`src/rtl/seg_msg_receiver_pkg.sv`:
```
// seg_msg_receiver_pkg: symbol codes, segment patterns and FSM states shared by the HELLO receiver and its decoder
package seg_msg_receiver_pkg;

    typedef enum logic [2:0] {
        SYM_BLANK = 3'd0,
        SYM_H     = 3'd1,
        SYM_E     = 3'd2,
        SYM_L     = 3'd3,
        SYM_O     = 3'd4,
        SYM_BAD   = 3'd7
    } sym_t;

    // Active-low segment patterns, bit6 = g ... bit0 = a
    localparam logic [6:0] SEG_H     = 7'h09;
    localparam logic [6:0] SEG_E     = 7'h06;
    localparam logic [6:0] SEG_L     = 7'h47;
    localparam logic [6:0] SEG_O     = 7'h40;
    localparam logic [6:0] SEG_BLANK = 7'h7F;

    typedef enum logic [2:0] {
        IDLE   = 3'd0,
        GOT_H  = 3'd1,
        GOT_E  = 3'd2,
        GOT_L0 = 3'd3,
        GOT_L1 = 3'd4,
        DONE   = 3'd5
    } state_t;

endpackage

```
`src/rtl/seg_msg_receiver_if.sv`:
```
// seg_msg_receiver_if: character input and status outputs of the HELLO receiver
//   in_valid/in_char/lock_in : character stream from the transmitter
//   sym/sym_valid/bad_char   : last decoded symbol and its pulses
//   hist                     : last four symbols, newest in [2:0]
//   match/msg_ok             : HELLO completion pulse and level
//   char_cnt/err_cnt         : saturating accepted/invalid counters
interface seg_msg_receiver_if #(parameter int CNT_W = 4);

    logic             in_valid;
    logic [6:0]       in_char;
    logic             lock_in;
    logic [2:0]       sym;
    logic             sym_valid;
    logic [11:0]      hist;
    logic             match;
    logic             msg_ok;
    logic             bad_char;
    logic [CNT_W-1:0] char_cnt;
    logic [CNT_W-1:0] err_cnt;

    modport master (
        output in_valid, in_char, lock_in,
        input  sym, sym_valid, hist, match, msg_ok, bad_char, char_cnt, err_cnt
    );

    modport slave (
        input  in_valid, in_char, lock_in,
        output sym, sym_valid, hist, match, msg_ok, bad_char, char_cnt, err_cnt
    );

endinterface

```
`src/rtl/seg_msg_receiver_seg_decode.sv`:
```
// seg_decode: maps an active-low 7-segment code to a 3-bit symbol
//   code_i : segment code, bit6 = g ... bit0 = a
//   sym_o  : 0 blank, 1 H, 2 E, 3 L, 4 O, 7 anything else
module seg_decode
    import seg_msg_receiver_pkg::*;
(
    input  logic [6:0] code_i,
    output logic [2:0] sym_o
);

    always_comb
        sym_o = code_i == SEG_BLANK ? SYM_BLANK :
                code_i == SEG_H     ? SYM_H     :
                code_i == SEG_E     ? SYM_E     :
                code_i == SEG_L     ? SYM_L     :
                code_i == SEG_O     ? SYM_O     : SYM_BAD;

endmodule

```
`src/rtl/seg_msg_receiver.sv`:
```
// seg_msg_receiver: decodes a 7-segment character stream, tracks HELLO, keeps history and counters
//   clk   : rising-edge clock
//   reset : asynchronous active-high reset
//   bus   : slave side of seg_msg_receiver_if (character input, registered status outputs)
module seg_msg_receiver
    import seg_msg_receiver_pkg::*;
#(
    parameter int CNT_W          = 4,
    parameter bit SEG_ACTIVE_LOW = 1
)
(
    input  logic           clk,
    input  logic           reset,
    seg_msg_receiver_if.slave bus
);

    logic             acc;
    logic [2:0]       dec_sym;
    state_t           state_q, state_d;
    logic             msg_ok_q, msg_ok_d;
    logic             match_q, match_d;
    logic             sym_valid_q, bad_q;
    logic [2:0]       sym_q;
    logic [11:0]      hist_q;
    logic [CNT_W-1:0] char_cnt_q, err_cnt_q;

    assign acc = bus.in_valid & ~bus.lock_in;

    // Decoder expects active-low segments, so active-high sources are inverted first
    seg_decode u_dec (
        .code_i (SEG_ACTIVE_LOW ? bus.in_char : ~bus.in_char),
        .sym_o  (dec_sym)
    );

    always_comb begin
        state_d  = state_q;
        msg_ok_d = msg_ok_q;
        match_d  = 1'b0;
        if (acc) begin
            // An H restarts the message from any state
            if (dec_sym == SYM_H) begin
                state_d  = GOT_H;
                msg_ok_d = state_q == DONE ? 1'b0 : msg_ok_q;
            end else begin
                case (state_q)
                    GOT_H:   state_d = dec_sym == SYM_E ? GOT_E  : IDLE;
                    GOT_E:   state_d = dec_sym == SYM_L ? GOT_L0 : IDLE;
                    GOT_L0:  state_d = dec_sym == SYM_L ? GOT_L1 : IDLE;
                    GOT_L1: begin
                        state_d  = dec_sym == SYM_O ? DONE : IDLE;
                        match_d  = dec_sym == SYM_O;
                        msg_ok_d = msg_ok_q | (dec_sym == SYM_O);
                    end
                    DONE:    state_d = dec_sym == SYM_BLANK ? DONE : IDLE;
                    default: state_d = IDLE;
                endcase
            end
        end
    end

    always_ff @(posedge clk or posedge reset) begin
        if (reset) begin
            state_q     <= IDLE;
            msg_ok_q    <= 1'b0;
            match_q     <= 1'b0;
            sym_valid_q <= 1'b0;
            bad_q       <= 1'b0;
            sym_q       <= '0;
            hist_q      <= '0;
            char_cnt_q  <= '0;
            err_cnt_q   <= '0;
        end else begin
            state_q     <= state_d;
            msg_ok_q    <= msg_ok_d;
            match_q     <= match_d;
            sym_valid_q <= acc;
            bad_q       <= acc && dec_sym == SYM_BAD;
            if (acc) begin
                sym_q      <= dec_sym;
                hist_q     <= {hist_q[8:0], dec_sym};
                char_cnt_q <= &char_cnt_q ? char_cnt_q : char_cnt_q + CNT_W'(1);
                err_cnt_q  <= (dec_sym != SYM_BAD || &err_cnt_q) ? err_cnt_q : err_cnt_q + CNT_W'(1);
            end
        end
    end

    assign bus.sym       = sym_q;
    assign bus.sym_valid = sym_valid_q;
    assign bus.hist      = hist_q;
    assign bus.match     = match_q;
    assign bus.msg_ok    = msg_ok_q;
    assign bus.bad_char  = bad_q;
    assign bus.char_cnt  = char_cnt_q;
    assign bus.err_cnt   = err_cnt_q;

endmodule

```
`src/flat_wrapper.sv`:
```
// flat-port wrapper written by rule: the top's interface ports become plain ports
module seg_msg_receiver_flat import seg_msg_receiver_pkg::*;
#(
    parameter int CNT_W          = 4,
    parameter bit SEG_ACTIVE_LOW = 1
)
  (clk, reset, bus_in_valid, bus_in_char, bus_lock_in, bus_sym, bus_sym_valid, bus_hist, bus_match, bus_msg_ok, bus_bad_char, bus_char_cnt, bus_err_cnt);
  seg_msg_receiver_if #(.CNT_W(CNT_W)) bus_i ();
  input  logic clk;
  input  logic reset;
  input wire logic [$bits(bus_i.in_valid)-1:0] bus_in_valid;
  input wire logic [$bits(bus_i.in_char)-1:0] bus_in_char;
  input wire logic [$bits(bus_i.lock_in)-1:0] bus_lock_in;
  output wire logic [$bits(bus_i.sym)-1:0] bus_sym;
  output wire logic [$bits(bus_i.sym_valid)-1:0] bus_sym_valid;
  output wire logic [$bits(bus_i.hist)-1:0] bus_hist;
  output wire logic [$bits(bus_i.match)-1:0] bus_match;
  output wire logic [$bits(bus_i.msg_ok)-1:0] bus_msg_ok;
  output wire logic [$bits(bus_i.bad_char)-1:0] bus_bad_char;
  output wire logic [$bits(bus_i.char_cnt)-1:0] bus_char_cnt;
  output wire logic [$bits(bus_i.err_cnt)-1:0] bus_err_cnt;
  assign bus_i.in_valid = bus_in_valid;
  assign bus_i.in_char = bus_in_char;
  assign bus_i.lock_in = bus_lock_in;
  assign bus_sym = bus_i.sym;
  assign bus_sym_valid = bus_i.sym_valid;
  assign bus_hist = bus_i.hist;
  assign bus_match = bus_i.match;
  assign bus_msg_ok = bus_i.msg_ok;
  assign bus_bad_char = bus_i.bad_char;
  assign bus_char_cnt = bus_i.char_cnt;
  assign bus_err_cnt = bus_i.err_cnt;
  seg_msg_receiver #(.CNT_W(CNT_W), .SEG_ACTIVE_LOW(SEG_ACTIVE_LOW)) u_core (.clk(clk), .reset(reset), .bus(bus_i));
endmodule
```
`config.mk`:
```
export PLATFORM = sky130hd
export DESIGN_NAME = seg_msg_receiver_flat
export DESIGN_NICKNAME = d
export VERILOG_FILES = /design/src/rtl/seg_msg_receiver_pkg.sv /design/src/rtl/seg_msg_receiver_if.sv /design/src/rtl/seg_msg_receiver_seg_decode.sv /design/src/rtl/seg_msg_receiver.sv /design/src/flat_wrapper.sv
export SDC_FILE = /design/constraint.sdc
export NUM_CORES = 1
export LEC_CHECK = 0
export BUFFER_PORTS_ARGS = -buffer_cell sky130_fd_sc_hd__buf_2
export CAP_MARGIN = 20
export CORE_AREA = 2 2 55 57
export DETAILED_ROUTE_END_ITERATION = 8
export DIE_AREA = 0 0 57 59
export PLACE_DENSITY = 0.84
export SKIP_CTS_REPAIR_TIMING = 1
export SLEW_MARGIN = 20
export SYNTH_ARGS = -nofsm -noshare
export SYNTH_HDL_FRONTEND = slang
export SYNTH_SLANG_ARGS = --single-unit
```
`constraint.sdc`:
```
create_clock -name clk -period 1.7 [get_ports clk]
set_input_delay 0.255 -clock clk [delete_from_list [all_inputs] [get_ports clk]]
set_output_delay 0.255 -clock clk [all_outputs]
set_load 0.005 [all_outputs]
```
# After elaboration in Yosys (flattened, before gate mapping)
# Index checks and enable logic that the tools add are counted.
dict set report totals {
  ff_bits 30
  out_inout_bits 27
  in_bits 11
}
dict set report op_classes {
  eq_ne 17
  n_reduce_logical 9
  mux 18
  n_bitwise 5
  add_sub_neg 2
}
# operator n
set ops {}
lappend ops {{3-bit 2-to-1 mux} 8}
lappend ops {{7-bit == test (second input constant)} 3}
lappend ops {{3-bit one-hot mux with 5 select lines} 1}
lappend ops {{3-bit by 2-bit == test with 1-bit output (second input constant)} 4}
lappend ops {{3-bit == test (second input constant)} 4}
lappend ops {{4-bit by 1-bit adder with 4-bit output (second input constant)} 2}
lappend ops {{4-bit AND reduction} 2}
lappend ops {{7-bit by 3-bit == test with 1-bit output (second input constant)} 1}
lappend ops {{7-bit by 4-bit == test with 1-bit output (second input constant)} 1}
lappend ops {{3-bit by 1-bit == test with 1-bit output (second input constant)} 2}
lappend ops {{1-bit 2-to-1 mux} 6}
lappend ops {{2-bit 2-to-1 mux} 3}
lappend ops {{2-bit AND reduction} 2}
lappend ops {{3-bit zero test} 1}
lappend ops {{3-bit != test (second input constant)} 1}
lappend ops {{1-bit NOT} 3}
lappend ops {{3-bit AND reduction} 1}
lappend ops {{2-bit != test (second input constant)} 1}
lappend ops {{2-bit nonzero test} 1}
lappend ops {{1-bit AND} 1}
lappend ops {{1-bit logical AND} 1}
lappend ops {{1-bit logical OR} 1}
lappend ops {{1-bit bitwise OR} 1}

# Longest topological paths before layout
# Gate-level depths: netlist of the first run.
dict set report depth {
  ltp_word 10
  mapped_depth 6
  depth_no_buf 6
}

# Hierarchy
# Synthesis of the first run repeated with hierarchy kept, for this count alone.
dict set report unflattened {
  cells_unflattened 138
  hier_area_um2 1370.1
}
# mod cells_each n_inst area_per_inst_um2 seq_area_each_um2
set by_module_without_submodules {}
lappend by_module_without_submodules {seg_msg_receiver 121 1 1265.0 675.6}
lappend by_module_without_submodules {seg_decode 17 1 105.1 0.0}

# Least setup slack after synthesis of the first run
# OpenSTA, ideal clock, no wires.
dict set report synth_timing {
  path_kind {in2reg}
  start {input bus_in_char[1]}
  end {register u_core.err_cnt_q[1], in the netlist u_core.bus.err_cnt[1]}
  t_arrival_ns 1.342
  stages 5
  slack_ns 0.233
  setup_time_ns 0.125
  required_time_ns 1.575
  cell_sequence {nor4_2 -> nand4b_2 -> and2_4 -> and3_4 -> mux2_4}
}
dict set report synth_via {
  elab_chain_cells 10
}
# item line
set synth_rtl {}
lappend synth_rtl {{start: declaration} flat_wrapper.sv:12} ;# input wire logic [$bits(bus_i.in_char)-1:0] bus_in_char;
lappend synth_rtl {{7-bit == test} seg_msg_receiver_seg_decode.sv:16} ;# code_i == SEG_O ? SYM_O : SYM_BAD;
lappend synth_rtl {{2-bit 2-to-1 mux} seg_msg_receiver_seg_decode.sv:16}
lappend synth_rtl {{3-bit 2-to-1 mux} seg_msg_receiver_seg_decode.sv:15} ;# code_i == SEG_L ? SYM_L :
lappend synth_rtl {{3-bit 2-to-1 mux} seg_msg_receiver_seg_decode.sv:14} ;# code_i == SEG_E ? SYM_E :
lappend synth_rtl {{3-bit 2-to-1 mux} seg_msg_receiver_seg_decode.sv:13} ;# code_i == SEG_H ? SYM_H :
lappend synth_rtl {{3-bit 2-to-1 mux (*)} seg_msg_receiver_seg_decode.sv:12} ;# sym_o = code_i == SEG_BLANK ? SYM_BLANK :
lappend synth_rtl {{3-bit != test (*)} seg_msg_receiver.sv:82} ;# err_cnt_q <= (dec_sym != SYM_BAD || &err_cnt_q) ? err_cnt_q : err_cnt_q + CNT_W'(1);
lappend synth_rtl {{1-bit logical OR (*)} seg_msg_receiver.sv:82}
lappend synth_rtl {{1-bit NOT (no source line) (*)} --}
lappend synth_rtl {{2-bit AND reduction (no source line) (*)} --}
lappend synth_rtl {{end signal: assignment} seg_msg_receiver.sv:82}
lappend synth_rtl {{end: declaration} seg_msg_receiver.sv:25} ;# logic [CNT_W-1:0] char_cnt_q, err_cnt_q;
# Mark *: on every way between the ends. The rest lies on a longest branch, timed or not.
# A chain may end at the register's enable or synchronous reset.

# Worst setup path in the final report of the first run
dict set report layout_timing {
  start {register u_core.err_cnt_q[0], in the netlist u_core.bus.err_cnt[0]}
  end {register u_core.err_cnt_q[1], in the netlist u_core.bus.err_cnt[1]}
}
dict set report layout_via {
  elab_chain_cells 4
}
# item
set layout_rtl {}
lappend layout_rtl {{parallel branches: the longest is 4 deep, another holds 4-bit by 1-bit adder with 4-bit output}}
# Parallel ways; which one is timed is not known.

==> results.md, run 1 <==
* FFs w/ async S/R, synth at 100%
* Post-synth net total at 150
* Net Sw Frac at 32.5%
* Max Slew Vio Count at 0
* F_max at 659 MHz
* Initial antenna violation count at 0
* Worst Hold Class: in2reg
* Synth Register Bits at 27
* GRT overflow at 0
* Io pins at 38
* Worst setup SP type: register
* Core Rows at 19
* GPL Wtd Cong at 0.804
* Die W at 57 um
* Num CTS Buffers at 3
* Pre-CTS setup slack at 0.00383 ns
* Worst setup EP type: register
* Final setup TNS at 0 ns
* Comb pwr share at 29.1%
* Largest net degree at the start of global routing at 19
* Crit path time final at 1.52 ns
* Max cap viols at 0
* P per Cell Area at 1070 mW/mm^2
* Post-Syn Area at 0.00131 mm^2
* EDFF count, synth at 0
* Unrepaired setup endpoints after global routing: no
* Status: complete, no violations
* Final net count at 192
* Sequential fraction of design power at 55.2%
* Via density at 5.57
* Fin area at 0.00158 mm^2
* Top_reg_cell synth: dfrtp_1
* CTS tree: built
* Clock network power share at 15.7%
* Sw power at 548 uW
* Clock Sinks at 27
* Final hold vios at 0
* Overall Power at 1680 uW
* Longest Clk Path Bufs at 2
* Warnings, synthesis at 0
* Final HPWL DP at 2160 um
* Die area at 0.00336 mm^2
* Ant. Diodes at 0
* CTS clk-pin slew, worst paths at 0.13 ns
* Most common cell after layout, fill and taps aside: buf_2
* Final Skew at 0.00401 ns
* Crit-path max FO at 4
* DR WL/cell at 12.9 um
* Clock Latency Late Sink at 0.31 ns
* Reg2Reg Launch Point: u_core.bus.err_cnt[0]
* Core area at 0.00271 mm^2
* Hold Crit Start: bus_in_char[4]
* Syn avg cell area at 9.57 um^2
* CP Class: reg2reg
* Drt total wl at 2690 um
* H-tree Lvls at 1
* Worst Hold Slack at 0.350 ns
* Setup crit start: u_core.bus.err_cnt[0]
* Worst setup margin at 0.183 ns
* First-pass GRT wire length at 4550 um
* Critical Path RT at 1.92 ns
* WP data arrival at 1.73 ns
* Distinct cell type count after synthesis at 39
* Peak VDD IR at 783 uV
* Fin crit share at 89.3%
* Leakage power at 0.000814 uW
* ANT nets after route at 0
* Initial Util at 48.4%
* Cell Int Power at 1140 uW
* Port buffer count at 37
* Most frequent cells in the layout: buf_2, nand2_1, dfrtp_1
* DRC Markers at 0
* Die height at 59 um
* Vias in the first global route at 1042
* Share of cells above drive strength 1 at 29.2%
* DR iter-0 viols at 21
* Worst-margin pin slew at 0.447 ns
* Area growth syn-to-layout at 20.1%
* Gr usage total at 17.2%
* Gate Count Post-Synth at 137
* CTS root buf: clkbuf_4
* DR vias at 1165
* Setup-violating endpoint count in the final report at 0
* DR pass1 iterations at 5
* Post-place instance area at 0.00154 mm^2
* Sequential area share after synthesis at 51.5%
* Slew margin rel. at 70.0%
[critical path, cell delays in order, from the launching register on]
cell	delay, ns
dfrtp_1	0.45
ha_1	0.26
a31oi_1	0.20
and3_4	0.22
mux2_4	0.29
[cells in the mapped netlist, types with 2 or more instances]
| cell type | instances | area, um^2 |
|---|---|---|
| inv_1 | 3 | 11.3 |
| nand3_1 | 4 | 20.0 |
| xor2_1 | 2 | 17.5 |
| dfrtp_1 | 27 | 676 |
| nand4_1 | 3 | 18.8 |
| clkbuf_1 | 3 | 11.3 |
| and3b_1 | 2 | 17.5 |
| a21oi_1 | 3 | 15.0 |
| nor2b_1 | 2 | 12.5 |
| xnor2_1 | 2 | 17.5 |
| o21ai_1 | 8 | 40.0 |
| buf_4 | 3 | 22.5 |
| ha_1 | 2 | 25.0 |
| nor2_1 | 3 | 11.3 |
| and2_1 | 2 | 12.5 |
| a31oi_1 | 5 | 31.3 |
| nor3_1 | 4 | 20.0 |
| a32oi_1 | 2 | 17.5 |
| and3_1 | 2 | 12.5 |
| nand2_1 | 36 | 135 |
[stage by stage]
step,instances,util [%]
global placement,204,56.8
finish,209,58.1
CTS,208,57.8
global route,209,58.1
floorplan,137,-
detailed placement,204,56.8
[routing by layer]
metal	up-vias	track usage [%]	wire [um]
met3	4	2.40	180
met2	48	30.2	1360
met1	547	21.4	1090
li1	566	-	-
met5	-	0	0
met4	0	6.98	56
[sequential cells by signal, indices dropped and copies added (netlist names)]
signal	count
u_core.state_q	3
u_core.bus.char_cnt	4
u_core.bus.hist	12
u_core.bus.match	1
u_core.bus.err_cnt	4
u_core.bus.msg_ok	1
u_core.bus.sym_valid	1
u_core.bus.bad_char	1
[power groups by stage]
stage	logic, uW	clock network (uW)	registers (uW)
floorplan	269	0	937
global placement	477	0	927
detailed placement	503	0	941
CTS	501	271	929
global route	559	296	956
finish	490	264	930
[final timing paths]
kind	endpoint	slack, ns	depth (start not counted)
hold / removal	u_core.state_q[1]	0.35	4
setup reg to reg	u_core.bus.err_cnt[1]	0.18	4
max in group asynchronous	u_core.bus.hist[6]	0.72	4
setup / recovery	u_core.bus.err_cnt[1]	0.18	4
hold reg to reg	u_core.bus.hist[9]	0.48	2
min in group asynchronous	u_core.bus.char_cnt[0]	0.43	3
[area by class of cell]
class	instances	area [um^2]
Fill cell	251	1130
Multi-Input combinational cell	100	587
Timing Repair Buffer	43	233
Tap cell	31	38.8
Clock buffer	4	26.3
Inverter	4	15.0
Sequential cell	27	676
[cell families after synthesis]
kind of cell | share of synthesized area (%)
buffers and inverters | 3.72
DFF | 51.5
adders and majority gates | 1.91
AOI/OAI and AO/OA | 12.0
muxes | 2.00
and+or+nand+nor | 26.1
xor gates and xnor gates | 2.67
Note: power is estimated with default switching activity, not from simulation.
==> inputs of run 2 (changes only) <==
--- a/config.mk
+++ b/config.mk
@@ -7,10 +7,11 @@
 export LEC_CHECK = 0
 export BUFFER_PORTS_ARGS = -buffer_cell sky130_fd_sc_hd__buf_2
 export CAP_MARGIN = 20
-export CORE_AREA = 2 2 55 57
+export CORE_AREA = 2 2 57 54
 export DETAILED_ROUTE_END_ITERATION = 8
-export DIE_AREA = 0 0 57 59
-export PLACE_DENSITY = 0.84
+export DIE_AREA = 0 0 59 56
+export PLACE_DENSITY = 0.86
+export RECOVER_POWER = 25
 export SKIP_CTS_REPAIR_TIMING = 1
 export SLEW_MARGIN = 20
 export SYNTH_ARGS = -nofsm -noshare
==> results.md, run 2 (same netlist as run 1, synthesis figures left out) <==
* Slew margin rel. at 70.6% (was 70.0%)
* Max reg flops at 12 (unchanged)
* CTS root buf: clkbuf_4 (unchanged)
* Slowest cell on crit path: dfrtp_1 (unchanged)
* Peak VDD IR at 491 uV (was 783 uV)
* Cell Int Power at 1140 uW (about the same)
* Io pins at 38 (unchanged)
* Worst reg2reg path depth at 4 (unchanged)
* Final Skew at 0.0118 ns (was 0.00401 ns)
* Num CTS Buffers at 3 (unchanged)
* Worst-margin pin slew at 0.438 ns (was 0.447 ns)
* CP max stage delay at 0.44 ns (was 0.45 ns)
* Clock Sinks at 27 (unchanged)
* Worst setup EP type: register (unchanged)
* Longest Clk Path Bufs at 2 (unchanged)
* Comb pwr share at 29.7% (was 29.1%)
* Crit-path max FO at 4 (unchanged)
* Clock Latency Late Sink at 0.31 ns (about the same)
* DR vias at 1166 (was 1165)
* CP Class: reg2reg (unchanged)
* First-pass GRT wire length at 4530 um (was 4550 um)
* H-tree Lvls at 1 (unchanged)
* Ant. Diodes at 0 (unchanged)
* CTS tree: built (unchanged)
* Area growth syn-to-layout at 19.8% (was 20.1%)
* Status: complete, no violations (unchanged)
* Crit path time final at 1.49 ns (was 1.52 ns)
* Hold Crit Start: bus_in_char[4] (unchanged)
* Die area at 0.00330 mm^2 (was 0.00336 mm^2)
* Gr usage total at 17.5% (was 17.2%)
* DR pass1 iterations at 4 (was 5)
* DR iter-0 viols at 93 (was 21)
* Unrepaired setup endpoints after global routing: no (unchanged)
* Sw power at 548 uW (about the same)
* Most common cell after layout, fill and taps aside: buf_2 (unchanged)
* Fin crit share at 87.6% (was 89.3%)
* Final net count at 192 (unchanged)
* DR WL/cell at 12.8 um (was 12.9 um)
* Worst Hold Class: in2reg (unchanged)
* Net Sw Frac at 32.5% (about the same)
* Via density at 5.61 (was 5.57)
* Worst setup margin at 0.212 ns (was 0.183 ns)
* Worst setup SP type: register (unchanged)
* R2R Path End: u_core.bus.err_cnt[1] (unchanged)
* Most frequent cells in the layout: buf_2, nand2_1, dfrtp_1 (unchanged)
* F_max at 672 MHz (was 659 MHz)
* Drt total wl at 2670 um (was 2690 um)
* Final hold vios at 0 (unchanged)
* Reg2reg setup slack at 0.21 ns (was 0.18 ns)
* Initial Util at 49.3% (was 48.4%)
* CTS clk-pin slew, worst paths at 0.13 ns (about the same)
* Clock network power share at 15.2% (was 15.7%)
* Core Rows at 18 (was 19)
* P per Cell Area at 1070 mW/mm^2 (about the same)
* Final HPWL DP at 2110 um (was 2160 um)
* WP data arrival at 1.70 ns (was 1.73 ns)
* Critical Path RT at 1.92 ns (about the same)
* Largest net degree at the start of global routing at 19 (unchanged)
* Sequential fraction of design power at 55.1% (was 55.2%)
* GRT overflow at 0 (unchanged)
* ANT nets after route at 0 (unchanged)
* Pre-CTS setup slack at 0.0318 ns (was 0.00383 ns)
* Vias in the first global route at 1049 (was 1042)
* Final setup TNS at 0 ns (unchanged)
* Min-Delay Endpoint: u_core.state_q[1] (unchanged)
* Reg2Reg Launch Point: u_core.bus.err_cnt[0] (unchanged)
* Share of cells above drive strength 1 at 28.1% (was 29.2%)
* Die W at 59 um (was 57 um)
* Port buffer count at 37 (unchanged)
* Max cap viols at 0 (unchanged)
* Max Slew Vio Count at 0 (unchanged)
* Final Util at 59.1% (was 58.1%)
* GPL Wtd Cong at 0.819 (was 0.804)
* Hold Path Depth at 4 (unchanged)
* Setup-violating endpoint count in the final report at 0 (unchanged)
* Leakage power at 0.000812 uW (was 0.000814 uW)
* Core area at 0.00266 mm^2 (was 0.00271 mm^2)
* DRC Markers at 0 (unchanged)
* Die height at 56 um (was 59 um)
* Initial antenna violation count at 0 (unchanged)
* Crit-path cells: ha_1 > a31oi_1 > and3_4 > mux2_4 (unchanged)
run 2: cell types whose count changed in the layout (fill, tap and decap cells not counted), sizes merged:
cell and delta:
buf -1, clkbuf +1
run 2: power groups by stage:
stage / clock [uW] / sequential, uW / combinational, uW
after global placement: 0 / 927 / 476
after global routing: 296 / 950 / 578
after CTS: 270 / 931 / 507
after detailed placement: 0 / 945 / 507
final: 256 / 929 / 501
after floorplan: 0 / 937 / 269
run 2: critical path, delay by kind of cell (launching register included):
| kind | cells | cell delay, ns |
|---|---|---|
| multiplexers | 1 | 0.30 |
| AND/OR/NAND/NOR | 1 | 0.21 |
| adder cells (fa/ha/maj) | 1 | 0.26 |
| flip-flops | 1 | 0.44 |
| AO/OA/AOI/OAI | 1 | 0.18 |
run 2: worst max-delay path by stage:
stage	slack, ns	cells after the start	start	end
3_3_place_gp	0.07	6	bus_in_char[1]	u_core.bus.err_cnt[1]
2_1_floorplan	0.23	5	bus_in_char[1]	u_core.bus.err_cnt[1]
6_report	0.21	4	u_core.bus.err_cnt[0]	u_core.bus.err_cnt[1]
5_1_grt	0.13	4	u_core.bus.err_cnt[0]	u_core.bus.err_cnt[1]
3_5_place_dp	0.03	6	bus_in_char[1]	u_core.bus.err_cnt[1]
4_1_cts	0.22	4	u_core.bus.err_cnt[0]	u_core.bus.err_cnt[1]
run 2: through the flow:
step | hold WS, ns | total power [uW] | std cells | cell area (um^2)
after global routing | 0.367 | 1820 | 208 | 1570
after global placement | 0.228 | 1400 | 203 | 1540
after CTS | -0.121 | 1710 | 207 | 1560
after floorplan | 0.308 | 1210 | 137 | 1310
after detailed placement | 0.237 | 1450 | 203 | 1540
final | 0.357 | 1690 | 208 | 1570
run 2: final cells by class:
| type | instances | area [um^2] |
|---|---|---|
| Fill cell | 238 | 1090 |
| Sequential cell | 27 | 676 |
| Multi-Input combinational cell | 100 | 587 |
| Timing Repair Buffer | 43 | 229 |
| Tap cell | 30 | 37.5 |
| Clock buffer | 4 | 26.3 |
| Inverter | 4 | 15.0 |
run 2: per-layer routing:
metal | global-route usage (%) | vias up | share of wire (%)
li1 | - | 566 | -
met2 | 29.7 | 50 | 53
met1 | 22.2 | 550 | 41
met4 | 6.82 | 0 | 0
met3 | 2.09 | 0 | 6.9
met5 | 0 | - | 0
